## src/rtl/port_uart_tx_if.sv

```systemverilog
`default_nettype none
// ============================================================================
//  Module      : port_uart_tx_if
//  Description : PicoBlaze-style port bus (port_id/out_port/strobes/read data)
//  Revision    : 1.0  initial release
// ============================================================================
interface port_uart_tx_if;
    logic [7:0] port_id;
    logic [7:0] out_port;
    logic       write_strobe;
    logic       read_strobe;
    logic [7:0] rd_data;
    logic       rd_sel;

    modport master (
        output port_id,
        output out_port,
        output write_strobe,
        output read_strobe,
        input  rd_data,
        input  rd_sel
    );

    modport slave (
        input  port_id,
        input  out_port,
        input  write_strobe,
        input  read_strobe,
        output rd_data,
        output rd_sel
    );
endinterface
`default_nettype wire

```

## src/rtl/port_uart_tx.sv

```systemverilog
`default_nettype none
// ============================================================================
//  Module      : port_uart_tx
//  Description : Port-bus UART transmitter, 8N1 LSB first, with byte FIFO
//  Revision    : 1.0  initial release
// ============================================================================
module port_uart_tx #(
    parameter int         BIT_CLKS  = 868,
    parameter int         FIFO_AW   = 4,
    parameter logic [7:0] DATA_PORT = 8'h10,
    parameter logic [7:0] CTRL_PORT = 8'h11,
    parameter logic [7:0] STAT_PORT = 8'h12
) (
    input  wire             clk,
    input  wire             reset_n,
    port_uart_tx_if.slave   bus,
    output logic            tx,
    output logic            tx_busy
);

    localparam int               c_depth    = 2 ** FIFO_AW;
    localparam logic [15:0]      c_bit_last = 16'(BIT_CLKS - 1);
    localparam logic [FIFO_AW:0] c_ptr_one  = (FIFO_AW + 1)'(1);

    typedef enum logic [1:0] {
        S_IDLE  = 2'd0,
        S_START = 2'd1,
        S_DATA  = 2'd2,
        S_STOP  = 2'd3
    } state_t;

    // Reset asserts asynchronously but is released on a clock edge
    logic [1:0] r_rst_sync;
    logic       w_rst_n;

    always_ff @(posedge clk or negedge reset_n) begin
        if (!reset_n) begin
            r_rst_sync <= 2'b00;
        end else begin
            r_rst_sync <= {r_rst_sync[0], 1'b1};
        end
    end

    assign w_rst_n = r_rst_sync[1];

    logic [7:0]       r_mem [c_depth];
    logic [FIFO_AW:0] r_wr_ptr;
    logic [FIFO_AW:0] r_rd_ptr;
    logic             r_overflow;
    state_t           r_state;
    logic [15:0]      r_baud_cnt;
    logic [2:0]       r_bit_idx;
    logic [7:0]       r_shift;
    logic             r_tx;

    logic w_sel_data, w_sel_ctrl, w_sel_stat;
    logic w_empty, w_full, w_idle, w_pop;
    logic w_push_req, w_push, w_ovf_event;
    logic w_ctrl_wr, w_flush, w_clear, w_bit_end;
    logic w_unused_rd;

    assign w_sel_data  = (bus.port_id == DATA_PORT);
    assign w_sel_ctrl  = (bus.port_id == CTRL_PORT);
    assign w_sel_stat  = (bus.port_id == STAT_PORT);

    assign w_empty     = (r_wr_ptr == r_rd_ptr);
    assign w_full      = (r_wr_ptr[FIFO_AW] != r_rd_ptr[FIFO_AW]) &&
                         (r_wr_ptr[FIFO_AW-1:0] == r_rd_ptr[FIFO_AW-1:0]);
    assign w_idle      = (r_state == S_IDLE);
    assign w_pop       = w_idle && !w_empty;

    assign w_ctrl_wr   = bus.write_strobe && w_sel_ctrl;
    assign w_flush     = w_ctrl_wr && bus.out_port[1];
    assign w_clear     = w_ctrl_wr && bus.out_port[0];

    // A full FIFO still takes a byte when the FSM pops the head in the same cycle
    assign w_push_req  = bus.write_strobe && w_sel_data;
    assign w_push      = w_push_req && (!w_full || w_pop) && !w_flush;
    assign w_ovf_event = w_push_req && w_full && !w_pop;

    assign w_bit_end   = (r_baud_cnt == c_bit_last);

    // Reads have no side effects, so the read qualifier is intentionally ignored
    assign w_unused_rd = bus.read_strobe;

    always_ff @(posedge clk) begin
        if (w_push) begin
            r_mem[r_wr_ptr[FIFO_AW-1:0]] <= bus.out_port;
        end
    end

    always_ff @(posedge clk or negedge w_rst_n) begin
        if (!w_rst_n) begin
            r_wr_ptr   <= '0;
            r_rd_ptr   <= '0;
            r_overflow <= 1'b0;
        end else begin
            if (w_push) begin
                r_wr_ptr <= r_wr_ptr + c_ptr_one;
            end
            if (w_flush) begin
                r_rd_ptr <= r_wr_ptr;
            end else if (w_pop) begin
                r_rd_ptr <= r_rd_ptr + c_ptr_one;
            end
            if (w_ovf_event) begin
                r_overflow <= 1'b1;
            end else if (w_clear) begin
                r_overflow <= 1'b0;
            end
        end
    end

    always_ff @(posedge clk or negedge w_rst_n) begin
        if (!w_rst_n) begin
            r_state    <= S_IDLE;
            r_baud_cnt <= '0;
            r_bit_idx  <= '0;
            r_shift    <= '0;
            r_tx       <= 1'b1;
        end else begin
            case (r_state)
                S_IDLE: begin
                    r_tx <= 1'b1;
                    if (w_pop) begin
                        r_shift    <= r_mem[r_rd_ptr[FIFO_AW-1:0]];
                        r_baud_cnt <= '0;
                        r_tx       <= 1'b0;
                        r_state    <= S_START;
                    end
                end
                S_START: begin
                    if (w_bit_end) begin
                        r_baud_cnt <= '0;
                        r_bit_idx  <= '0;
                        r_tx       <= r_shift[0];
                        r_state    <= S_DATA;
                    end else begin
                        r_baud_cnt <= r_baud_cnt + 16'd1;
                    end
                end
                S_DATA: begin
                    if (w_bit_end) begin
                        r_baud_cnt <= '0;
                        if (r_bit_idx == 3'd7) begin
                            r_tx    <= 1'b1;
                            r_state <= S_STOP;
                        end else begin
                            r_shift   <= {1'b0, r_shift[7:1]};
                            r_tx      <= r_shift[1];
                            r_bit_idx <= r_bit_idx + 3'd1;
                        end
                    end else begin
                        r_baud_cnt <= r_baud_cnt + 16'd1;
                    end
                end
                S_STOP: begin
                    if (w_bit_end) begin
                        r_baud_cnt <= '0;
                        r_tx       <= 1'b1;
                        r_state    <= S_IDLE;
                    end else begin
                        r_baud_cnt <= r_baud_cnt + 16'd1;
                    end
                end
                default: begin
                    r_tx    <= 1'b1;
                    r_state <= S_IDLE;
                end
            endcase
        end
    end

    always_comb begin
        bus.rd_data = 8'h00;
        if (w_sel_stat) begin
            bus.rd_data = {4'b0000, r_overflow, w_idle, w_full, w_empty};
        end
    end

    assign bus.rd_sel = w_sel_data || w_sel_ctrl || w_sel_stat;
    assign tx         = r_tx;
    assign tx_busy    = !w_idle || !w_empty;

endmodule
`default_nettype wire

```

## src/flat_wrapper.sv

```systemverilog
// flat-port wrapper written by rule: the top's interface ports become plain ports
module port_uart_tx_flat 
#(
    parameter int         BIT_CLKS  = 868,
    parameter int         FIFO_AW   = 4,
    parameter logic [7:0] DATA_PORT = 8'h10,
    parameter logic [7:0] CTRL_PORT = 8'h11,
    parameter logic [7:0] STAT_PORT = 8'h12
)
  (clk, reset_n, tx, tx_busy, bus_port_id, bus_out_port, bus_write_strobe, bus_read_strobe, bus_rd_data, bus_rd_sel);
  port_uart_tx_if bus_i ();
  input  wire clk;
  input  wire reset_n;
  output logic tx;
  output logic tx_busy;
  input wire logic [$bits(bus_i.port_id)-1:0] bus_port_id;
  input wire logic [$bits(bus_i.out_port)-1:0] bus_out_port;
  input wire logic [$bits(bus_i.write_strobe)-1:0] bus_write_strobe;
  input wire logic [$bits(bus_i.read_strobe)-1:0] bus_read_strobe;
  output wire logic [$bits(bus_i.rd_data)-1:0] bus_rd_data;
  output wire logic [$bits(bus_i.rd_sel)-1:0] bus_rd_sel;
  assign bus_i.port_id = bus_port_id;
  assign bus_i.out_port = bus_out_port;
  assign bus_i.write_strobe = bus_write_strobe;
  assign bus_i.read_strobe = bus_read_strobe;
  assign bus_rd_data = bus_i.rd_data;
  assign bus_rd_sel = bus_i.rd_sel;
  port_uart_tx #(.BIT_CLKS(BIT_CLKS), .FIFO_AW(FIFO_AW), .DATA_PORT(DATA_PORT), .CTRL_PORT(CTRL_PORT), .STAT_PORT(STAT_PORT)) u_core (.clk(clk), .reset_n(reset_n), .bus(bus_i), .tx(tx), .tx_busy(tx_busy));
endmodule
```

## config.mk

```make
export PLATFORM = sky130hd
export DESIGN_NAME = port_uart_tx_flat
export DESIGN_NICKNAME = d
export VERILOG_FILES = /design/src/rtl/port_uart_tx_if.sv /design/src/rtl/port_uart_tx.sv /design/src/flat_wrapper.sv
export SDC_FILE = /design/constraint.sdc
export NUM_CORES = 1
export LEC_CHECK = 0
export ABC_CLOCK_PERIOD_IN_PS = 2900
export BUFFER_PORTS_ARGS = -buffer_cell sky130_fd_sc_hd__buf_4
export CAP_MARGIN = 20
export CORE_UTILIZATION = 28
export CTS_BUF_LIST = sky130_fd_sc_hd__clkbuf_4 sky130_fd_sc_hd__clkbuf_8
export CTS_CLUSTER_DIAMETER = 150
export DETAILED_ROUTE_END_ITERATION = 6
export GPL_ROUTABILITY_DRIVEN = 0
export PLACE_DENSITY_LB_ADDON = 0.2
export SLEW_MARGIN = 20
export SYNTH_ARGS = -nofsm -noshare
export SYNTH_HDL_FRONTEND = slang
export SYNTH_SLANG_ARGS = --single-unit
```

## constraint.sdc

```tcl
create_clock -name clk -period 2.9 [get_ports clk]
set_clock_uncertainty 0.15 [all_clocks]
set_input_delay 0.58 -clock clk [delete_from_list [all_inputs] [get_ports clk]]
set_output_delay 0.58 -clock clk [all_outputs]
set_load 0.03 [all_outputs]
```

==> results.py <==
metrics = {
    "synthesis": {
        "syn-instance-count": 505,
        "syn_avg_cell_area_sq_um": 15.1,
        "synth_warnings": 0,
        "synth_edf_count": 128,
        "async_flop_share_pct": 25.1,
        "yosysSeqAreaShare_pct": 64.6,
        "syn_area_sq_um": 7610,
        "synth_flop_cell": "edfxtp_1",
        "synthDistinctLibCells": 66,
        "ys_ff_latch": 171,
    },
    "cells_and_area": {
        "nets": 597,
        "final_core_util_pct": 33.8,
        "area_growth_pct": 17.1,
        "layout-drive-gt1-share_pct": 26.7,
        "antenna_cells": 0,
    },
    "grt": {
        "grt_pass1_wl_microns": 27000,
        "grt_pass1_vias": 4633,
        "grt_max_degree": 44,
        "gr-total-overflow": 0,
        "grt_use_total_pct": 13.1,
        "antenna_found_initial": 0,
    },
    "placement": {
        "pre_cts_slack_ps": -6.91,
        "portBuffers": 25,
        "dp_hpwl_microns": 11400,
    },
    "timing": {
        "setup_viol": 0,
        "period_share_pct": 95.4,
        "period_needed_ps": 2770,
        "drv_slew": 0,
        "finalHoldViolCount": 0,
        "max_slew_margin_pct": 39.8,
        "fmax_mhz": 361,
        "setup_slack_ps": 132,
        "tightest_slew_ps": 901,
        "rsz0062_at_grt": "false",
    },
    "setup_path": {
        "critical_path.max_stage_delay_ps": 610,
        "critPathMaxFanout": 3,
        "required_ps": 2170,
        "path_class": "input pin to output pin",
        "arrival_ps": 2040,
        "critical_path_buf_inv_count": 2,
        "slowest_stage": "or4b_1",
        "crit_chain": "buf_4 -> or4b_1 -> nor3_2 -> nand3_1 -> nor3_1 -> buf_4",
        "critPathTopFamily": "simple AND/OR/NAND/NOR gates",
        "cp-start-kind": "input pin",
        "critPathMostFrequentCell": "buf_4",
        "cp-end-kind": "output pin",
    },
    "clocking": {
        "post-cts-setup-buffers": 0,
        "cts_root_buffer": "clkbuf_8",
        "cts_buffer_depth": 2,
        "h-tree-depth": 4,
        "numCtsBuffers": 17,
        "cts_tree": "done",
        "cts.sinks": 171,
        "worstSkewPairLatency_ps": 460,
        "clkTransAtPathRegs_ps": 100,
    },
    "floorplan": {
        "num_rows": 59,
        "coreArea_sq_um": 26400,
        "die_h_microns": 167,
        "initial_utilization_pct": 28.9,
        "io_pins": 31,
        "die_area_sq_um": 27900,
        "die_w_microns": 167,
    },
    "detailed_routing": {
        "drt-pass1-iter-count": 4,
        "ant_nets": 0,
        "vias": 4409,
        "post-route-drc-count": 0,
        "drt-total-wl_microns": 17300,
        "drt_iter0_drc": 306,
        "viasPerCell": 4.83,
        "wire_per_inst_microns": 19.0,
    },
    "pwr": {
        "ir_drop_mv": 0.341,
        "leakagePower_nw": 3.22,
        "powerDensity_nw_per_um2": 790,
    },
    "job": {
        "cap_violations": 0,
    },
    "hold_path": {
        "hp-class": "input pin to register",
    },
    "status": {
        "outcome": "complete, no violations",
    },
}
-- metrics by stage --
stage / instances / setup TNS, ps / instance area, sq um / hold slack (ps) / power [mW]
2_1_floorplan: 508 / -89.6 / 7630 / 134 / 4.63
3_3_place_gp: 879 / -67.8 / 8460 / 187 / 5.25
3_5_place_dp: 879 / -60.9 / 8460 / 192 / 5.29
4_1_cts: 912 / 0 / 8900 / 135 / 7.13
5_1_grt: 912 / 0 / 8910 / 153 / 7.41
6_report: 912 / 0 / 8910 / 161 / 7.04
-- cells in the final DEF (no fill, tap or decap), types with 4 or more instances in the layout --
master    count
nand4_1       6
nor2_1       17
a21oi_1      14
inv_8         5
xnor2_1       9
nor3_1        9
nand2_1      26
a22oi_1       4
mux4_2       24
nand3_1       6
a22o_1        5
a311oi_1      4
inv_1        10
xor2_1       13
o22ai_1       6
buf_12        6
clkbuf_8     17
o21ai_0      24
buf_4        59
o211ai_1      5
nor2b_1      12
conb_1        5
dfrtp_1      39
and3_1       16
mux2_4        6
edfxtp_1    128
mux2i_1      16
ha_1         12
and2_1        4
-- state kept, by name, summed over array words and instances, names as in the netlist --
| register | count |
|---|---|
| u_core.tx | 1 |
| u_core.r_overflow | 1 |
| u_core.r_baud_cnt | 16 |
| u_core.r_bit_idx | 3 |
| u_core.r_state | 2 |
| u_core.r_rd_ptr | 5 |
| u_core.r_shift | 8 |
| u_core.r_wr_ptr | 5 |
| u_core.r_rst_sync | 2 |
| u_core.r_mem | 128 |
-- final timing paths --
check | cells past startpoint | slack [ps] | start | to
max | 6 | 130 | bus_port_id[5] | bus_rd_data[0]
min | 2 | 160 | bus_port_id[0] | u_core.r_overflow
max reg2reg | 7 | 330 | u_core.r_baud_cnt[0] | u_core.r_state[1]
min reg2reg | 0 | 180 | u_core.r_rst_sync[1] | u_core.r_overflow
max in group asynchronous | 0 | 1960 | u_core.r_rst_sync[1] | u_core.r_rd_ptr[1]
min in group asynchronous | 0 | 180 | u_core.r_rst_sync[1] | u_core.r_overflow
-- routing by layer --
metal,up-vias,wire length (microns),global-route usage (%),part of all wire (%)
met3,17,696,2.92,4.0
met5,-,0,0,0
met2,80,8680,22.1,50
met1,2264,7690,16.5,44
li1,2048,-,-,-
met4,0,237,4.43,1.4
-- cells in the mapped netlist, types with 6 or more instances --
| library cell | instances | share of area, % |
|---|---|---|
| mux2i_1 | 16 | 2.1 |
| xor2_1 | 13 | 1.5 |
| nor3_1 | 10 | 0.66 |
| buf_2 | 8 | 0.53 |
| o21ai_0 | 24 | 1.6 |
| edfxtp_1 | 128 | 50 |
| nor2b_1 | 12 | 0.99 |
| mux4_2 | 24 | 7.1 |
| nand4_1 | 6 | 0.49 |
| nand3_1 | 6 | 0.39 |
| o22ai_1 | 6 | 0.49 |
| nor2_1 | 17 | 0.84 |
| ha_1 | 13 | 2.1 |
| clkbuf_1 | 12 | 0.59 |
| dfrtp_1 | 42 | 14 |
| inv_1 | 10 | 0.49 |
| mux2_4 | 6 | 1.2 |
| a21oi_1 | 14 | 0.92 |
| buf_4 | 8 | 0.79 |
| and3_1 | 16 | 1.3 |
| nand2_1 | 27 | 1.3 |
| xnor2_1 | 9 | 1.0 |
-- layout make-up --
class,instances,area [sq um]
clock buffer,17,234
clock inverter,15,196
fill,2549,17400
inverter,10,37.5
multi-input combinational,298,2520
sequential,171,4930
tap,335,419
timing repair buffer,66,573
-- repair_timing --
action / CTS / global route
gates cloned: 0 / 0
endpoints found under the hold margin: 2 / 0
hold buffers: 1 / 0
endpoints found under the setup margin: 1 / 5
gates resized for setup: 1 / 2
pin swaps: 0 / 1
-- where the power goes --
part	internal, mW	total (mW)	switching [mW]
logic	1.04	2.29	1.25
clock network	0.816	1.82	1.01
registers	2.79	2.93	0.139
total	4.64	7.04	2.40
-- logic make-up (layout without fill, tap and decap cells) --
group | count (synthesis) | after routing | synth area share, %
AO/OA/AOI/OAI | 83 | 83 | 7.35
flip-flops | 171 | 171 | 64.6
XOR/XNOR | 22 | 22 | 2.53
adder cells (fa/ha/maj) | 13 | 13 | 2.14
AND/OR/NAND/NOR | 125 | 125 | 9.71
other | 2 | 5 | 0.0987
multiplexers | 50 | 50 | 11.0
buffers and inverters | 39 | 108 | 2.55
(Power assumes the default switching activity.)
